`src/rtl/ibex_alu_bist_pkg.sv`:
```
// Shared types and constants for the Ibex ALU online BIST sequencer.
// Operator values follow the ibex_pkg alu_op_e encoding.
package ibex_alu_bist_pkg;

   typedef enum logic [2:0] {
      ST_IDLE,
      ST_RUN,
      ST_PAUSE,
      ST_CHECK,
      ST_DONE
   } bist_state_e;

   localparam int unsigned NUM_OPS = 10;

   localparam logic [6:0] ALU_ADD  = 7'd0;
   localparam logic [6:0] ALU_SUB  = 7'd1;
   localparam logic [6:0] ALU_XOR  = 7'd2;
   localparam logic [6:0] ALU_OR   = 7'd3;
   localparam logic [6:0] ALU_AND  = 7'd4;
   localparam logic [6:0] ALU_SRA  = 7'd8;
   localparam logic [6:0] ALU_SRL  = 7'd9;
   localparam logic [6:0] ALU_SLL  = 7'd10;
   localparam logic [6:0] ALU_SLT  = 7'd43;
   localparam logic [6:0] ALU_SLTU = 7'd44;

   // Entry 0 is the rightmost element.
   localparam logic [NUM_OPS-1:0][6:0] OP_TABLE = {
      ALU_SLTU, ALU_SLT, ALU_SRA, ALU_SRL, ALU_SLL,
      ALU_AND,  ALU_OR,  ALU_XOR, ALU_SUB, ALU_ADD
   };

   // x^32 + x^22 + x^2 + x + 1, right-shifting Galois form
   localparam logic [31:0] LFSR_TAPS = 32'h8020_0003;
   // MISR feedback from bits 31, 21, 1, 0
   localparam logic [31:0] MISR_TAPS = 32'h8020_0003;

   function automatic logic [31:0] lfsr_next(input logic [31:0] s);
      return {1'b0, s[31:1]} ^ (s[0] ? LFSR_TAPS : '0);
   endfunction

endpackage

```
`src/rtl/ibex_bist_misr.sv`:
```
// 32-bit multiple-input signature register with synchronous clear and enable.
module ibex_bist_misr
   import ibex_alu_bist_pkg::*;
#(
   parameter logic [31:0] TAPS = MISR_TAPS
) (
   input  logic        i_clk,
   input  logic        i_rst,
   input  logic        i_clr,
   input  logic        i_en,
   input  logic [31:0] i_data,
   output logic [31:0] o_sig
);

   logic [31:0] r_sig;

   always_ff @(posedge i_clk or posedge i_rst) begin
      if (i_rst) begin
         r_sig <= '0;
      end else if (i_clr) begin
         r_sig <= '0;
      end else if (i_en) begin
         r_sig <= {r_sig[30:0], ^(r_sig & TAPS)} ^ i_data;
      end
   end

   assign o_sig = r_sig;

endmodule

```
`src/rtl/ibex_alu_bist_ctrl.sv`:
```
// Online BIST sequencer for the Ibex ALU: LFSR vectors, MISR compaction, core preemption.
// Optional macro IBEX_ALU_BIST_FAULT_INJ_EN adds fault_inj_i to flip result bit 0.
module ibex_alu_bist_ctrl
   import ibex_alu_bist_pkg::*;
#(
   parameter int unsigned NUM_VECTORS = 256,
   parameter logic [31:0] SEED_A      = 32'h1D87_2B41,
   parameter logic [31:0] SEED_B      = 32'hA5A5_5A5A
) (
   input  logic        clk_i,
   input  logic        rst_i,
   input  logic        start_i,
   input  logic        core_req_i,
`ifdef IBEX_ALU_BIST_FAULT_INJ_EN
   input  logic        fault_inj_i,
`endif
   input  logic [31:0] expected_sig_i,
   input  logic [31:0] alu_result_i,
   input  logic        alu_cmp_result_i,
   output logic        bist_sel_o,
   output logic [6:0]  alu_operator_o,
   output logic [31:0] alu_operand_a_o,
   output logic [31:0] alu_operand_b_o,
   output logic        busy_o,
   output logic        done_o,
   output logic        pass_o,
   output logic        fail_o,
   output logic [31:0] signature_o,
   output logic [15:0] vec_cnt_o
);

   if (NUM_VECTORS < 2 || NUM_VECTORS > 65535) begin : g_bad_num_vectors
      $error("NUM_VECTORS must be within 2..65535");
   end
   if (SEED_A == 32'h0) begin : g_bad_seed
      $error("SEED_A must be nonzero");
   end

   bist_state_e r_state, w_next;
   logic [31:0] r_lfsr;
   logic [3:0]  r_op_idx;
   logic [15:0] r_vec_cnt;
   logic        r_pass, r_fail;
   logic        w_start, w_capture, w_last;
   logic [31:0] w_result, w_misr_data, w_sig;

   assign w_start   = start_i & ~core_req_i & ((r_state == ST_IDLE) | (r_state == ST_DONE));
   assign w_capture = (r_state == ST_RUN) & ~core_req_i;
   assign w_last    = (r_vec_cnt == 16'(NUM_VECTORS - 1));

`ifdef IBEX_ALU_BIST_FAULT_INJ_EN
   assign w_result = alu_result_i ^ {31'b0, fault_inj_i};
`else
   assign w_result = alu_result_i;
`endif
   assign w_misr_data = w_result ^ {31'b0, alu_cmp_result_i};

   always_ff @(posedge clk_i or posedge rst_i) begin
      if (rst_i) r_state <= ST_IDLE;
      else       r_state <= w_next;
   end

   always_comb begin
      w_next = r_state;
      case (r_state)
         ST_IDLE, ST_DONE: if (w_start) w_next = ST_RUN;
         ST_RUN: begin
            if (core_req_i)  w_next = ST_PAUSE;
            else if (w_last) w_next = ST_CHECK;
         end
         ST_PAUSE: if (!core_req_i) w_next = ST_RUN;
         ST_CHECK: w_next = ST_DONE;
         default:  w_next = ST_IDLE;
      endcase
   end

   // A preempted RUN cycle releases the mux immediately; its vector is replayed later.
   always_comb begin
      bist_sel_o      = 1'b0;
      alu_operator_o  = '0;
      alu_operand_a_o = '0;
      alu_operand_b_o = '0;
      busy_o          = 1'b0;
      done_o          = 1'b0;
      case (r_state)
         ST_RUN: begin
            busy_o = 1'b1;
            if (!core_req_i) begin
               bist_sel_o      = 1'b1;
               alu_operator_o  = OP_TABLE[r_op_idx];
               alu_operand_a_o = r_lfsr;
               alu_operand_b_o = {r_lfsr[15:0], r_lfsr[31:16]} ^ SEED_B;
            end
         end
         ST_PAUSE, ST_CHECK: busy_o = 1'b1;
         ST_DONE:            done_o = 1'b1;
         default: ;
      endcase
   end

   always_ff @(posedge clk_i or posedge rst_i) begin
      if (rst_i) begin
         r_lfsr    <= SEED_A;
         r_op_idx  <= '0;
         r_vec_cnt <= '0;
         r_pass    <= 1'b0;
         r_fail    <= 1'b0;
      end else if (w_start) begin
         r_lfsr    <= SEED_A;
         r_op_idx  <= '0;
         r_vec_cnt <= '0;
         r_pass    <= 1'b0;
         r_fail    <= 1'b0;
      end else if (w_capture) begin
         r_lfsr    <= lfsr_next(r_lfsr);
         r_op_idx  <= (r_op_idx == 4'(NUM_OPS - 1)) ? '0 : r_op_idx + 4'd1;
         r_vec_cnt <= r_vec_cnt + 16'd1;
      end else if (r_state == ST_CHECK) begin
         r_pass <= (w_sig == expected_sig_i);
         r_fail <= (w_sig != expected_sig_i);
      end
   end

   ibex_bist_misr #(
      .TAPS (MISR_TAPS)
   ) u_misr (
      .i_clk  (clk_i),
      .i_rst  (rst_i),
      .i_clr  (w_start),
      .i_en   (w_capture),
      .i_data (w_misr_data),
      .o_sig  (w_sig)
   );

   assign pass_o      = r_pass;
   assign fail_o      = r_fail;
   assign signature_o = w_sig;
   assign vec_cnt_o   = r_vec_cnt;

endmodule

```
`config.mk`:
```
export PLATFORM = sky130hd
export DESIGN_NAME = ibex_alu_bist_ctrl
export DESIGN_NICKNAME = d
export VERILOG_FILES = /design/src/rtl/ibex_alu_bist_pkg.sv /design/src/rtl/ibex_bist_misr.sv /design/src/rtl/ibex_alu_bist_ctrl.sv
export SDC_FILE = /design/constraint.sdc
export NUM_CORES = 1
export LEC_CHECK = 0
export CELL_PAD_IN_SITES_DETAIL_PLACEMENT = 2
export CELL_PAD_IN_SITES_GLOBAL_PLACEMENT = 2
export CORE_MARGIN = 5
export CORE_UTILIZATION = 23
export CTS_BUF_LIST = sky130_fd_sc_hd__clkbuf_4 sky130_fd_sc_hd__clkbuf_8
export DETAILED_ROUTE_END_ITERATION = 6
export PLACE_DENSITY_LB_ADDON = 0.1
export SKIP_LAST_GASP = 1
export SLEW_MARGIN = 0
export SYNTH_ARGS = -nofsm -noshare
export SYNTH_HDL_FRONTEND = slang
export SYNTH_HIERARCHICAL = 1
export SYNTH_SLANG_ARGS = --single-unit
```
`constraint.sdc`:
```
create_clock -name clk_i -period 2.3 [get_ports clk_i]
set_clock_uncertainty 0.15 [all_clocks]
set_input_delay 0.23 -clock clk_i [delete_from_list [all_inputs] [get_ports clk_i]]
set_output_delay 0.23 -clock clk_i [all_outputs]
set_load 0.05 [all_outputs]
```
# After elaboration in Yosys (flattened, before gate mapping)
# Memory sizes are Yosys's and may differ from the RTL's.
# Cells that the tools add are included.
[totals] memories=1 register_bits=89 rom_bits=112 inputBits=69 elab_cells=72 output_inout_bits=124
[memory_table] memory="(name not given)" depth=16 width=7 read_ports=1 rd_clocked_by_memory_dff=0 write_ports=0 line_no="ibex_alu_bist_ctrl.sv:90" text="alu_operator_o = OP_TABLE[r_op_idx];"
[classes] addsub=2 n_eq_ne=12 n_bitwise=9 mux=32 n_reduce_logical=8 n_lt_le_gt_ge=1
[ops] op="$mux W32" count=9
[ops] op="$eq A32 B32 Y1" count=1
[ops] op="$mux W16" count=2
[ops] op="$ne A32 B32 Y1" count=1
[ops] op="$reduce_xor A32 Y1" count=1
[ops] op="$xor A31 B32 Y32" count=1
[ops] op="$xor A32 B1 Y32" count=1
[ops] op="$xor A32 B32 Y32" count=1
[ops] op="$mux W7" count=3
[ops] op="$add A16 B1 Y16 const B" count=1
[ops] op="$eq A16 B8 Y1 const B" count=1
[ops] op="$not A16 Y16" count=1
[ops] op="$mux W3" count=4
[ops] op="$mux W4" count=3
[ops] op="$pmux W3 S4" count=1
[ops] op="$mux W1" count=10
[ops] op="$eq A3 B2 Y1 const B" count=2
[ops] op="$lt A4 B5 Y1 const B" count=1
[ops] op="$add A4 B1 Y4 const B" count=1
[ops] op="$eq A4 B4 Y1 const B" count=1
[ops] op="$ne A2 B1 Y1 const B" count=2
[ops] op="$reduce_bool A2 Y1" count=2
[ops] op="$and A1 B1 Y1" count=3
[ops] op="$eq A3 B1 Y1 const B" count=1
[ops] op="other kinds (10)" count=10

# Longest topological paths before layout
[logic_depth] depth_word=5 depth_mapped=8 mapped_depth_nobuf=6

# Hierarchy
# Netlist, hierarchy kept.
[modules_own_cells] module="ibex_alu_bist_ctrl" area_each_um2=3231.8 seq_area_each_um2=1443.9 cells_each=344 instances=1
[modules_own_cells] module="ibex_bist_misr" area_each_um2=1521.5 seq_area_each_um2=800.8 cells_each=144 instances=1

# Worst setup path before layout
# No wires, ideal clock.
[synth_timing] path_type="reg2out" start="reg r_state[2]" end="out alu_operator_o[1]" path_buffers=2 arrival_ns=2.507 required_time_ns=1.920 path_stages_with_launch=5 path_slack_ns=-0.587 path_cell_list="dfrtp_1 > or4b_1 > buf_6 > clkbuf_1 > a211oi_1"
[synth_between] elab_chain_cells=2
[synth_rtl] item="from (decl)" line_no="ibex_alu_bist_ctrl.sv:39" text="bist_state_e r_state, w_next;"
[synth_rtl] item="from (signal assigned)" line_no="ibex_alu_bist_ctrl.sv:60" text="else r_state <= w_next;"
[synth_rtl] item="$eq A3 B1 Y1" line_no="ibex_alu_bist_ctrl.sv:85" text="case (r_state)"
[synth_rtl] item="$mux W7" line_no="ibex_alu_bist_ctrl.sv:85"
[synth_rtl] item="to (decl)" line_no="ibex_alu_bist_ctrl.sv:21" text="output logic [6:0] alu_operator_o,"
# No other way between the ends.

# Worst setup path in the final report
# Same ends and word-level chain as after synthesis.

==> flow_metrics.tcl <==
set metrics [dict create \
    synth_area_um2 4753 \
    chipWidth_um 153.8 \
    synth_ff_type "dfrtp_1" \
    die_area_um2 23640 \
    crit_required_ns 1.92 \
    synthXorXnorAreaFrac_pct 15.85 \
    cp.arrival_ns 1.98 \
    stdcell_area_um2 8185 \
    setup_viol 42 \
    syn_avg_cell_area_um2 9.740 \
    postRouteWirelength_mm 18.02 \
    cts-htree-levels 3 \
    rr_worst_depth 6 \
    grt_usage_pct 15.22 \
    synth_adder_area_share_pct 0.2632 \
    setup_ws_ns -0.05551 \
    synth-seq-cells 89 \
    drc 0 \
    rsz0062_at_grt "yes" \
    cts.reportedPaths.clkPinSlew_ns 0.09 \
    nets 760 \
    maxSlewHeadroom_pct 62.55 \
    gr-total-overflow 0 \
    grt_pass1_wl_mm 28.87 \
    drv_slew 0 \
    port_buffers 190 \
    gp_congestion 0.7686 \
    clock_latency_ns 0.36 \
    status "finished, violations left" \
    num-fill-cells 2171 \
    peakVddDrop_mv 0.4721 \
    leakage_uw 0.003521 \
    cts_made_buffers 9 \
    cts_buffer_depth 2 \
    drtAntennaViolNets 0 \
    max_freq_mhz 424.5 \
    grt_max_degree 58 \
    period_minus_slack_ns 2.356 \
    drive_above_1_share_pct 27.77 \
    synth_warnings 6 \
    hold_buffers 0 \
    antenna_cells 0 \
    ys_types 40 \
    cp-start-kind "flop" \
    power_density_nw_per_um2 1233 \
    worstMarginPinSlew_ns 0.5600 \
    hold_path_class "input port to asynchronous set/reset pin" \
    period_share_pct 102.4 \
    violations "setup timing" \
    start_util_pct 23.42 \
    io_pins 193 \
    synth_top_family_by_area "simple AND/OR/NAND/NOR gates" \
    total_power_uw 10090 \
    dp_hpwl_mm 14.05 \
    synth_edf_count 0 \
    dp_slack_ns -0.3041 \
    synth-compound-area-share_pct 11.69 \
    via_per_inst 4.439 \
    drt_pre_antenna_iters 3 \
    drt-initial-drc-count 107 \
    wire_per_inst_um 18.68 \
    layout_common_cells "118 x clkdlybuf4s50_1, 75 x dfrtp_1, 74 x buf_12" \
    ys_async_sr_fraction_pct 100.0 \
    final_common_cell "clkdlybuf4s50_1" \
    crit_path_end_kind "primary output" \
    grt_pass1_vias 5044 \
    max-cap-violations 0 \
    placed_area_um2 7828 \
    clock-sinks 89 \
    final-hold-violation-count 0 \
    die_h_um 153.8 \
    cp_max_fo 16 \
    antenna_found_initial 2 \
    core_um2 20300 \
    synth.area.mux_share_pct 0 \
    cts_tree "done" \
    fp-row-count 52 \
    yosysSeqAreaShare_pct 47.22 \
    worstSetupPathType "flop to primary output" \
    area_growth_pct 72.20 \
    synth-simple-area-share_pct 18.64 \
    dr_total_vias 4284 \
    cts-root-buf "clkbuf_8" \
    syn_inst 488 \
]
==> flip-flops by register name (all words and copies together) (netlist names) <==
signal and cells:
r_lfsr 32, u_misr/o_sig 32, vec_cnt_o 16, r_op_idx 4
r_state 3, fail_o 1, pass_o 1
==> worst paths after layout <==
| check | slack, ns | to | startpoint |
|---|---|---|---|
| hold / removal | 0.12 | r_lfsr[25] | rst_i |
| hold reg to reg | 0.34 | r_lfsr[3] | r_lfsr[3] |
| setup reg to reg | 0.22 | vec_cnt_o[15] | r_state[2] |
| min in group clk_i | 0.34 | r_lfsr[3] | r_lfsr[3] |
| setup / recovery | -0.06 | alu_operator_o[1] | r_state[2] |
| max in group asynchronous | 1.52 | u_misr/o_sig[26] | rst_i |
==> worst max-delay path, stage by stage (launching register included) <==
cell,delay [ns]
dfrtp_1,0.39
or4b_4,0.62
buf_12,0.20
a211oi_4,0.22
buf_12,0.17
==> cell type report <==
cell class / instances / area (µm²) / area share, %
clock inverters: 4 / 52.55 / 0.6420
clock buffers: 12 / 152.6 / 1.865
inverters: 8 / 42.54 / 0.5197
multi-input cells: 348 / 2374 / 29.00
flip-flops and latches: 89 / 2245 / 27.42
well taps: 270 / 337.8 / 4.127
repair buffers: 234 / 2982 / 36.43
==> cells by family after synthesis <==
| kind of cell | Yosys count |
|---|---|
| flip-flops | 89 |
| AO/OA/AOI/OAI | 79 |
| buffers and inverters | 52 |
| XOR/XNOR | 86 |
| other | 1 |
| AND/OR/NAND/NOR | 180 |
| adder cells (fa/ha/maj) | 1 |
==> routing by layer <==
| metal | share of wire (%) | vias up | track usage [%] |
|---|---|---|---|
| li1 | - | 2004 | - |
| met1 | 41 | 2145 | 17.79 |
| met5 | 0.15 | - | 0 |
| met2 | 52 | 117 | 27.34 |
| met3 | 6.1 | 14 | 4.413 |
| met4 | 1.0 | 4 | 3.911 |
==> repair_timing <==
| action | 4_1_cts | 5_1_grt |
|---|---|---|
| endpoints found under the hold margin | 0 | 0 |
| setup endpoints to repair | 70 | 69 |
| pin swaps | 1 | 2 |
| resized for setup | 22 | 16 |
| buffers inserted | 1 | 0 |
==> stage by stage <==
| step | TNS [ns] | cells | hold slack [ns] | util (%) |
|---|---|---|---|---|
| floorplan | -2.289 | 489 | 0.1464 | - |
| global placement | -23.24 | 948 | 0.3025 | 38.56 |
| detailed placement | -26.66 | 948 | 0.3079 | 38.56 |
| CTS | -4.494 | 965 | 0.1264 | 39.99 |
| global route | -5.975 | 965 | 0.1375 | 40.32 |
| finish | -1.113 | 965 | 0.1218 | 40.32 |
==> where the power goes <==
part	leakage [µW]	internal [µW]	total [µW]	switching [µW]
registers	0.00114	2190	2900	710
clock network	0.0000957	557	1150	592
logic	0.00229	2530	6040	3510
==> cells in the mapped netlist (5+ instances only) <==
| master | number | area share (%) |
|---|---|---|
| nor2_1 | 87 | 6.9 |
| dfrtp_1 | 75 | 39 |
| xor2_1 | 46 | 8.5 |
| xnor2_1 | 40 | 7.4 |
| a211oi_1 | 32 | 5.1 |
| and2_1 | 32 | 4.2 |
| buf_4 | 19 | 3.0 |
| nand2_1 | 18 | 1.4 |
| a21o_1 | 17 | 2.7 |
| dfstp_2 | 14 | 7.7 |
| clkbuf_1 | 11 | 0.87 |
| o21ai_0 | 10 | 1.1 |
| a21oi_1 | 9 | 0.95 |
| buf_2 | 9 | 0.95 |
| nand3_1 | 8 | 0.84 |
| nor4_1 | 8 | 1.1 |
| inv_1 | 7 | 0.55 |
| a211o_1 | 6 | 1.1 |
| nand4_1 | 5 | 0.66 |
Note: power is estimated with default switching activity, not from simulation.
